==> config.mk <==
export PLATFORM = sky130hd
export DESIGN_NAME = mfp_ahb_rojobot_if_flat
export DESIGN_NICKNAME = d
export VERILOG_FILES = /design/src/rtl/mfp_ahb_rojobot_if_pkg.sv /design/src/rtl/mfp_ahb_rojobot_if_if.sv /design/src/rtl/mfp_ahb_rojobot_if_fsm.sv /design/src/rtl/mfp_ahb_rojobot_if.sv /design/src/flat_wrapper.sv
export SDC_FILE = /design/constraint.sdc
export NUM_CORES = 1
export LEC_CHECK = 0
export BUFFER_PORTS_ARGS = -buffer_cell sky130_fd_sc_hd__clkbuf_2
export CAP_MARGIN = 20
export CORE_MARGIN = 5
export CORE_UTILIZATION = 50
export CTS_CLUSTER_SIZE = 20
export DETAILED_ROUTE_END_ITERATION = 10
export MAX_ROUTING_LAYER = met4
export PLACE_DENSITY = 0.83
export SLEW_MARGIN = 20
export SYNTH_ARGS = -nofsm -noshare
export SYNTH_HDL_FRONTEND = slang
export SYNTH_SLANG_ARGS = --single-unit
==> constraint.sdc <==
create_clock -name i_hclk -period 2.2 [get_ports i_hclk]
set_input_delay 0.11 -clock i_hclk [delete_from_list [all_inputs] [get_ports i_hclk]]
set_output_delay 0.11 -clock i_hclk [all_outputs]
set_load 0.01 [all_outputs]
==> src/rtl/mfp_ahb_rojobot_if_pkg.sv <==
// Shared constants for the Rojobot AHB responder: register offsets, bit positions, FSM states.
// Latency: none (declarations only).
// Backpressure: not applicable.
package mfp_ahb_rojobot_if_pkg;

    localparam logic [2:0] REG_BOT_INFO = 3'd0;
    localparam logic [2:0] REG_BOT_CTRL = 3'd1;
    localparam logic [2:0] REG_STATUS   = 3'd2;
    localparam logic [2:0] REG_INT_ACK  = 3'd3;
    localparam logic [2:0] REG_CTRL     = 3'd4;

    localparam int CTRL_IRQ_EN   = 0;
    localparam int CTRL_AUTO_ACK = 1;
    localparam int CTRL_ERR_CLR  = 2;

    typedef enum logic [1:0] {
        S_IDLE = 2'd0,
        S_PEND = 2'd1,
        S_ACK  = 2'd2
    } bot_state_e;

    function automatic logic [31:0] pack_status(input logic [15:0] cnt, input logic err,
                                                input logic busy, input logic pend,
                                                input logic sync);
        return {cnt, 12'b0, err, busy, pend, sync};
    endfunction

endpackage

==> src/rtl/mfp_ahb_rojobot_if_if.sv <==
// AHB-lite slave-side signal bundle for the Rojobot responder.
// Latency: none (wiring only).
// Backpressure: HREADY is carried here; the slave itself never inserts wait states.
interface mfp_ahb_rojobot_if_if;
    logic        hsel;
    logic [4:0]  haddr;
    logic [1:0]  htrans;
    logic        hwrite;
    logic        hready;
    logic [31:0] hwdata;
    logic [31:0] hrdata;

    modport master (output hsel, haddr, htrans, hwrite, hready, hwdata, input hrdata);
    modport slave  (input hsel, haddr, htrans, hwrite, hready, hwdata, output hrdata);
endinterface

==> src/rtl/mfp_ahb_rojobot_if_fsm.sv <==
// Update handshake machine: snapshot capture, update counter, ack with timeout and error flag.
// Latency: sync_q high -> PEND one edge; ack request -> ACK one edge.
// Backpressure: H_INT_ACK is held until sync_q falls or the timeout expires.
module mfp_ahb_rojobot_if_fsm
    import mfp_ahb_rojobot_if_pkg::*;
#(
    parameter int ACK_TIMEOUT = 64,
    parameter int CNT_W       = 16
) (
    input  logic             i_clk,
    input  logic             i_rst,
    input  logic             i_sync_q,
    input  logic [31:0]      i_bot_info,
    input  logic             i_ack_req,
    input  logic             i_auto_ack,
    input  logic             i_irq_en,
    input  logic             i_err_clr,
    output logic [31:0]      o_snapshot,
    output logic [CNT_W-1:0] o_upd_cnt,
    output logic             o_err,
    output logic             o_pending,
    output logic             o_ack_busy,
    output logic             o_int_ack,
    output logic             o_irq
);

    localparam int            TW   = $clog2(ACK_TIMEOUT) + 1;
    localparam logic [TW-1:0] TMAX = TW'(ACK_TIMEOUT - 1);

    bot_state_e       r_state;
    bot_state_e       w_next;
    logic [31:0]      r_snapshot;
    logic [CNT_W-1:0] r_upd_cnt;
    logic [TW-1:0]    r_timer;
    logic             r_err;
    logic             w_timeout;

    assign w_timeout = (r_state == S_ACK) && i_sync_q && (r_timer == TMAX);

    always_ff @(posedge i_clk) begin
        if (i_rst) begin
            r_state    <= S_IDLE;
            r_snapshot <= '0;
            r_upd_cnt  <= '0;
            r_timer    <= '0;
            r_err      <= 1'b0;
        end else begin
            r_state <= w_next;
            if (r_state == S_IDLE && i_sync_q) begin
                r_snapshot <= i_bot_info;
                r_upd_cnt  <= r_upd_cnt + CNT_W'(1);
            end
            // Timer restarts every time ACK is entered because it is cleared in every other state.
            r_timer <= (r_state == S_ACK) ? r_timer + TW'(1) : '0;
            if (w_timeout) begin
                r_err <= 1'b1;
            end else if (i_err_clr) begin
                r_err <= 1'b0;
            end
        end
    end

    always_comb begin
        w_next = r_state;
        case (r_state)
            S_IDLE: if (i_sync_q) w_next = S_PEND;
            S_PEND: if (i_ack_req || i_auto_ack) w_next = S_ACK;
            S_ACK:  if (!i_sync_q || w_timeout) w_next = S_IDLE;
            default: w_next = S_IDLE;
        endcase
    end

    assign o_snapshot = r_snapshot;
    assign o_upd_cnt  = r_upd_cnt;
    assign o_err      = r_err;
    assign o_pending  = (r_state == S_PEND);
    assign o_ack_busy = (r_state == S_ACK);
    assign o_int_ack  = (r_state == S_ACK);
    assign o_irq      = (r_state == S_PEND) && i_irq_en;

endmodule

==> src/rtl/mfp_ahb_rojobot_if.sv <==
// AHB-lite register front end for the Rojobot update handshake (decode, registers, read mux).
// Latency: zero wait states; read data loaded at end of address phase, writes at end of data phase.
// Backpressure: HREADY low freezes the latched address phase; no new phase is accepted.
module mfp_ahb_rojobot_if
    import mfp_ahb_rojobot_if_pkg::*;
#(
    parameter int ACK_TIMEOUT = 64,
    parameter int CNT_W       = 16
) (
    input  logic                   i_hclk,
    input  logic                   i_hreset,
    mfp_ahb_rojobot_if_if.slave    ahb,
    input  logic [31:0]            i_h_bot_info,
    input  logic                   i_h_bot_update_sync,
    output logic [7:0]             o_h_bot_ctrl,
    output logic                   o_h_int_ack,
    output logic                   o_bot_irq
);

    logic             r_sync_q;
    logic             r_dph_vld;
    logic             r_dph_wr;
    logic [2:0]       r_dph_addr;
    logic [31:0]      r_hrdata;
    logic [7:0]       r_bot_ctrl;
    logic [1:0]       r_ctrl;

    logic             w_addr_accept;
    logic             w_wr_strobe;
    logic             w_ack_req;
    logic             w_err_clr;
    logic [31:0]      w_rd_data;
    logic [31:0]      w_snapshot;
    logic [CNT_W-1:0] w_upd_cnt;
    logic             w_err;
    logic             w_pending;
    logic             w_ack_busy;
    logic             w_unused;

    assign w_addr_accept = ahb.hsel && ahb.htrans[1] && ahb.hready;
    assign w_wr_strobe   = r_dph_vld && r_dph_wr && ahb.hready;
    assign w_ack_req     = w_wr_strobe && (r_dph_addr == REG_INT_ACK) && ahb.hwdata[0];
    assign w_err_clr     = w_wr_strobe && (r_dph_addr == REG_CTRL) && ahb.hwdata[CTRL_ERR_CLR];
    assign w_unused      = ^{ahb.hwdata[31:8], ahb.haddr[1:0], ahb.htrans[0]};

    always_ff @(posedge i_hclk) begin
        if (i_hreset) begin
            r_sync_q   <= 1'b0;
            r_dph_vld  <= 1'b0;
            r_dph_wr   <= 1'b0;
            r_dph_addr <= '0;
            r_hrdata   <= '0;
            r_bot_ctrl <= '0;
            r_ctrl     <= '0;
        end else begin
            r_sync_q <= i_h_bot_update_sync;
            if (ahb.hready) begin
                r_dph_vld  <= w_addr_accept;
                r_dph_wr   <= ahb.hwrite;
                r_dph_addr <= ahb.haddr[4:2];
            end
            // Reads sample the registers as they stand before this edge's updates.
            if (w_addr_accept && !ahb.hwrite) begin
                r_hrdata <= w_rd_data;
            end
            if (w_wr_strobe) begin
                case (r_dph_addr)
                    REG_BOT_CTRL: r_bot_ctrl <= ahb.hwdata[7:0];
                    REG_CTRL:     r_ctrl     <= ahb.hwdata[1:0];
                    default:      ;
                endcase
            end
        end
    end

    always_comb begin
        w_rd_data = '0;
        case (ahb.haddr[4:2])
            REG_BOT_INFO: w_rd_data = w_snapshot;
            REG_BOT_CTRL: w_rd_data = {24'b0, r_bot_ctrl};
            REG_STATUS:   w_rd_data = pack_status(16'(w_upd_cnt), w_err, w_ack_busy,
                                                  w_pending, r_sync_q);
            REG_CTRL:     w_rd_data = {30'b0, r_ctrl};
            default:      w_rd_data = '0;
        endcase
    end

    mfp_ahb_rojobot_if_fsm #(
        .ACK_TIMEOUT (ACK_TIMEOUT),
        .CNT_W       (CNT_W)
    ) u_fsm (
        .i_clk      (i_hclk),
        .i_rst      (i_hreset),
        .i_sync_q   (r_sync_q),
        .i_bot_info (i_h_bot_info),
        .i_ack_req  (w_ack_req),
        .i_auto_ack (r_ctrl[CTRL_AUTO_ACK]),
        .i_irq_en   (r_ctrl[CTRL_IRQ_EN]),
        .i_err_clr  (w_err_clr),
        .o_snapshot (w_snapshot),
        .o_upd_cnt  (w_upd_cnt),
        .o_err      (w_err),
        .o_pending  (w_pending),
        .o_ack_busy (w_ack_busy),
        .o_int_ack  (o_h_int_ack),
        .o_irq      (o_bot_irq)
    );

    assign ahb.hrdata   = r_hrdata;
    assign o_h_bot_ctrl = r_bot_ctrl;

endmodule

==> src/flat_wrapper.sv <==
// flat-port wrapper written by rule: the top's interface ports become plain ports
module mfp_ahb_rojobot_if_flat import mfp_ahb_rojobot_if_pkg::*;
#(
    parameter int ACK_TIMEOUT = 64,
    parameter int CNT_W       = 16
)
  (i_hclk, i_hreset, i_h_bot_info, i_h_bot_update_sync, o_h_bot_ctrl, o_h_int_ack, o_bot_irq, ahb_hsel, ahb_haddr, ahb_htrans, ahb_hwrite, ahb_hready, ahb_hwdata, ahb_hrdata);
  mfp_ahb_rojobot_if_if ahb_i ();
  input  logic i_hclk;
  input  logic i_hreset;
  input  logic [31:0] i_h_bot_info;
  input  logic i_h_bot_update_sync;
  output logic [7:0] o_h_bot_ctrl;
  output logic o_h_int_ack;
  output logic o_bot_irq;
  input wire logic [$bits(ahb_i.hsel)-1:0] ahb_hsel;
  input wire logic [$bits(ahb_i.haddr)-1:0] ahb_haddr;
  input wire logic [$bits(ahb_i.htrans)-1:0] ahb_htrans;
  input wire logic [$bits(ahb_i.hwrite)-1:0] ahb_hwrite;
  input wire logic [$bits(ahb_i.hready)-1:0] ahb_hready;
  input wire logic [$bits(ahb_i.hwdata)-1:0] ahb_hwdata;
  output wire logic [$bits(ahb_i.hrdata)-1:0] ahb_hrdata;
  assign ahb_i.hsel = ahb_hsel;
  assign ahb_i.haddr = ahb_haddr;
  assign ahb_i.htrans = ahb_htrans;
  assign ahb_i.hwrite = ahb_hwrite;
  assign ahb_i.hready = ahb_hready;
  assign ahb_i.hwdata = ahb_hwdata;
  assign ahb_hrdata = ahb_i.hrdata;
  mfp_ahb_rojobot_if #(.ACK_TIMEOUT(ACK_TIMEOUT), .CNT_W(CNT_W)) u_core (.i_hclk(i_hclk), .i_hreset(i_hreset), .ahb(ahb_i), .i_h_bot_info(i_h_bot_info), .i_h_bot_update_sync(i_h_bot_update_sync), .o_h_bot_ctrl(o_h_bot_ctrl), .o_h_int_ack(o_h_int_ack), .o_bot_irq(o_bot_irq));
endmodule
### Word-level counts from Yosys, hierarchy flattened

Cells that the tools add are included.

| word-level totals | value |
|---|---|
| bits in registers | 106 |
| logic and storage cells | 58 |
| input bits | 77 |

| operators by class | value |
|---|---|
| equality and inequality tests | 12 |
| muxes and demuxes | 7 |
| $add $sub $neg | 2 |
| reduce and logical (&&, ||, !) cells | 24 |
| bitwise logic cells | 1 |

Operators by type and width:

| cell | number |
|---|---|
| case mux 32 bit (4 select lines) | 1 |
| adder 16 x 1 -> 16 bit (second input constant) | 1 |
| logical AND 1 bit | 13 |
| adder 7 x 1 -> 7 bit (second input constant) | 1 |
| == test 7 x 6 -> 1 bit (second input constant) | 1 |
| == test 3 x 1 -> 1 bit (second input constant) | 2 |
| == test 3 x 2 -> 1 bit (second input constant) | 2 |
| == test 3 bit (second input constant) | 2 |
| 2-to-1 mux 2 bit | 3 |
| case mux 2 bit (3 select lines) | 1 |
| != test 2 bit (second input constant) | 2 |
| AND reduction 2 bit | 2 |
| zero test 3 bit | 1 |
| AND reduction 3 bit | 1 |
| == test 2 x 1 -> 1 bit (second input constant) | 1 |
| == test 2 bit (second input constant) | 1 |
| zero test 1 bit | 2 |
| zero test 2 bit | 1 |
| logical OR 1 bit | 2 |
| 2-to-1 mux 1 bit | 2 |
| != test 2 x 1 -> 1 bit (second input constant) | 1 |
| nonzero test 2 bit | 1 |
| OR reduction 2 bit | 1 |
| inverter 1 bit | 1 |

### Longest topological paths before layout

| logic depth | value |
|---|---|
| depth in word-level cells | 7 |
| gate-level depth with buffers | 6 |

### Hierarchy

From an unflattened synthesis, not the netlist that was laid out.

| unflattened totals | value |
|---|---|
| cells, all modules | 521 |
| area, all modules | 4,490.6 µm² |

By module, submodules not included:

| module | cells each | times used | area an instance (µm²) |
|---|---|---|---|
| mfp_ahb_rojobot_if | 248 | 1 | 2,258.4 |
| mfp_ahb_rojobot_if_fsm | 273 | 1 | 2,232.1 |

### Least setup slack after synthesis

No wires, ideal clock.

| timing | value |
|---|---|
| kind | register -> register |
| start point | register u_core.u_fsm.r_upd_cnt[0], in the netlist u_core.u_fsm.o_upd_cnt[0] |
| end point | register u_core.u_fsm.r_upd_cnt[14], in the netlist u_core.u_fsm.o_upd_cnt[14] |
| data arrival time | 1,692 ps |
| stages on the path, launching flop included | 7 |
| buffers on the path | 1 |
| slack | 437 ps |
| library setup time | 70 ps |
| cells stage by stage | dfxtp_1 -> ha_1 -> nor4bb_1 -> clkbuf_1 -> nand2_1 -> or4_1 -> a21oi_1 |

| on the way | value |
|---|---|
| word-level cells in the longest chain between the ends | 1 |

Ends and longest elaborated chain:

| item | line | RTL |
|---|---|---|
| start, declared | mfp_ahb_rojobot_if_fsm.sv:33 | `logic [CNT_W-1:0] r_upd_cnt;` |
| start signal, assigned | mfp_ahb_rojobot_if_fsm.sv:51 | `r_upd_cnt <= r_upd_cnt + CNT_W'(1);` |
| adder 16 x 1 -> 16 bit | mfp_ahb_rojobot_if_fsm.sv:51 |  |

No other way between the ends.
A chain may end at the register's enable or synchronous reset.

### Worst setup path in the final report

Ends and elaborated chain as after synthesis.

==> flow_summary.json <==
{
  "status": "complete, no violations",
  "slowest_stage": "or4_1",
  "cts_buffers": 9,
  "ant_nets": 0,
  "drive_above_1_share_pct": 22.8,
  "track_usage_pct": 21.7,
  "final_cell_mix": "dfxtp_1 (106), clkbuf_2 (90), nand2_1 (72)",
  "slew_headroom_pct": 46.9,
  "design_area_mm2": 0.00533,
  "hold_violations": 0,
  "synth.distinct_cells": 44,
  "fillerInstances": 638,
  "ys_ff_latch": 106,
  "dr.pass1.iters": 5,
  "p_per_area_mw_per_mm2": 646,
  "finalWorstSetupSlack_ps": 357,
  "antenna_found_initial": 0,
  "insertion_delay_ps": 360,
  "cts_tree": "done",
  "overflow": 0,
  "dieHeight_um": 102,
  "yosysWarnings": 0,
  "skew_ps": 9.72,
  "leakage_nw": 2.10,
  "drc": 0,
  "via_per_inst": 5.49,
  "setup_viol": 0,
  "path_clk_slew_ps": 100,
  "endpoint_kind": "flip-flop",
  "layout_commonest_cell": "dfxtp_1",
  "placed_cell_area_mm2": 0.00481,
  "antenna_cells": 0,
  "cap_violations": 0,
  "rsz0062_at_grt": "false",
  "start_kind": "flip-flop",
  "synth_area_leaders": "dfxtp_1 (50%), nand2_1 (6.4%), a21oi_1 (5.8%), nor2_1 (5.6%), mux2i_1 (4.9%)",
  "root_buffer": "clkbuf_8",
  "grt_start_max_net_pins": 56,
  "wl_per_cell_um": 15.5,
  "row_count": 33,
  "dp_cells": 651,
  "cts_buffer_depth": 2,
  "synth_top_area_share_pct": 49.9,
  "critical_path.max_fanout": 4,
  "vias": 3846,
  "p_sw_share_pct": 23.9,
  "wl_um": 10900,
  "synth.yosys.seq_area_share_pct": 49.9,
  "power_switching_w": 0.000824,
  "pre_cts_slack_ps": 402,
  "final_cells": 701,
  "worstPathCellList": "ha_1 -> nor4bb_1 -> nand2_1 -> or4_1 -> a21oi_1",
  "yosys.area.top_type": "dfxtp_1",
  "place_congestion": 0.894,
  "htreeDepth": 3,
  "slew_violations": 0,
  "ctsResizeCount": 0,
  "cts_sinks": 106,
  "hp-class": "input port to flip-flop",
  "period_share_pct": 83.8,
  "p_int_w": 0.00262,
  "power_frac_comb_pct": 8.8,
  "die_w_um": 102,
  "nNetsFinal": 670,
  "p_seq_share_pct": 57.7,
  "syn2layout_area_growth_pct": 25.4,
  "fmax_ghz": 0.543,
  "avgSynthCellArea_um2": 8.87,
  "tns_ps": 0,
  "max-vdd-ir-drop_mv": 0.425,
  "crit_type": "flip-flop to flip-flop",
  "fin_crit_ps": 1840,
  "syn_area_mm2": 0.00425,
  "dieArea_mm2": 0.0104,
  "core_mm2": 0.00826,
  "grt_pass1_wl_um": 17700,
  "drt_iter0_drc": 251,
  "dpl.hpwl_um": 6830,
  "grt_pass1_vias": 3847,
  "io_pins": 119,
  "crit_required_ps": 2490,
  "port_buffers": 91,
  "initial_core_util_pct": 51.5,
  "synth_cells": 479,
  "critPathArrivalTime_ps": 2130,
  "worst_pin_slew_ps": 797,
  "cpPeakStageDelay_ps": 510,
  "power.clock.fraction_pct": 33.5,
  "synth_nets": 558
}
metal layers:
| metal | wire [um] | vias up | track usage, % |
|---|---|---|---|
| met1 | 4560 | 1815 | 25.9 |
| met5 | 0 | - | - |
| li1 | - | 1889 | - |
| met3 | 564 | 17 | 3.82 |
| met4 | 197 | 0 | 7.06 |
| met2 | 5530 | 125 | 37.1 |
cell type report:
| class | instances | area (um2) | share of cell area [%] |
|---|---|---|---|
| multi-input combinational | 337 | 1990 | 37.4 |
| clock buffer | 10 | 128 | 2.39 |
| clock inverter | 6 | 57.6 | 1.08 |
| inverter | 3 | 11.3 | 0.211 |
| timing repair buffer | 134 | 888 | 16.7 |
| tap | 105 | 131 | 2.46 |
| sequential | 106 | 2120 | 39.8 |
what timing repair did:
action,in CTS,in global routing
endpoints found under the setup margin,0,0
hold endpoints to repair,33,1
buffers inserted,0,0
hold buffers,33,1
power groups by stage:
stage                     sequential, W  clock (W)  combinational (W)
after global routing            0.00200    0.00124           0.000331
after global placement          0.00203          0           0.000245
final                           0.00199    0.00115           0.000302
after floorplan                 0.00203          0           0.000155
after CTS                       0.00199    0.00116           0.000297
after detailed placement        0.00203          0           0.000250
worst max-delay path: cells and delay by family (launching register included):
kind	cells	cell delay [ps]
AND/OR/NAND/NOR	3	1040
AO/OA/AOI/OAI	1	170
adder cells (fa/ha/maj)	1	170
flip-flops	1	390
stage by stage:
step                      hold WS (ps)  utilization [%]  total power [W]
after CTS                         3.35             64.4          0.00344
after global routing              6.17             64.6          0.00357
final                             4.99             64.6          0.00345
after global placement             333             58.2          0.00227
after floorplan                    238                -          0.00218
after detailed placement           340             58.2          0.00228
Yosys cell counts (all sizes together):
| cell | number |
|---|---|
| nor2b | 4 |
| nand4 | 4 |
| and3 | 1 |
| and2 | 2 |
| or4 | 3 |
| a32oi | 1 |
| a32o | 1 |
| and4 | 1 |
| nand2 | 72 |
| o21ai | 5 |
| inv | 3 |
| a31oi | 2 |
| or3 | 5 |
| nor2 | 63 |
| a221oi | 1 |
| mux2i | 21 |
| a21bo | 1 |
| xor2 | 6 |
| o2bb2ai | 2 |
| nand2b | 3 |
| o31ai | 3 |
| or3b | 1 |
| nor3 | 4 |
| nor4 | 6 |
| dfxtp | 106 |
| nor4bb | 1 |
| nand3b | 2 |
| o41ai | 2 |
| o211ai | 1 |
| or2 | 1 |
| ha | 2 |
| clkbuf | 27 |
| xnor2 | 6 |
| a21oi | 49 |
| nand4b | 3 |
| nor3b | 3 |
| a22oi | 25 |
| mux2 | 17 |
| nand3 | 12 |
| a2bb2oi | 1 |
| buf | 6 |
path summary, 6_finish.rpt:
path                                                   from                          end  slack, ps  cells after the start
worst max-delay path              u_core.u_fsm.o_upd_cnt[0]   u_core.u_fsm.o_upd_cnt[14]        360                      5
worst min-delay path                             ahb_hwrite              u_core.r_dph_wr          5                      3
worst min register to register  u_core.u_fsm.o_snapshot[22]  u_core.u_fsm.o_snapshot[22]        460                      2
worst max register to register    u_core.u_fsm.o_upd_cnt[0]   u_core.u_fsm.o_upd_cnt[14]        360                      5
logic make-up (layout without fill, tap and decap cells):
family	count (synthesis)	in the layout	synth area share, %
AOI/OAI and AO/OA	94	94	13.7
xor gates and xnor gates	12	12	2.47
adders and majority gates	2	2	0.589
buffers and inverters	36	153	3.30
DFF	106	106	49.9
muxes	38	38	9.45
and+or+nand+nor	191	191	20.6
sequential cells by signal, indices dropped and copies added, names as in the netlist:
signal	count
u_core.ahb.hrdata	32
u_core.u_fsm.o_snapshot	32
u_core.u_fsm.o_upd_cnt	16
u_core.o_h_bot_ctrl	8
u_core.u_fsm.r_timer	7
u_core.r_dph_addr	3
u_core.r_ctrl	2
u_core.u_fsm.r_state	2
u_core.r_dph_vld	1
u_core.r_dph_wr	1
u_core.r_sync_q	1
u_core.u_fsm.o_err	1
(Power assumes the default switching activity.)
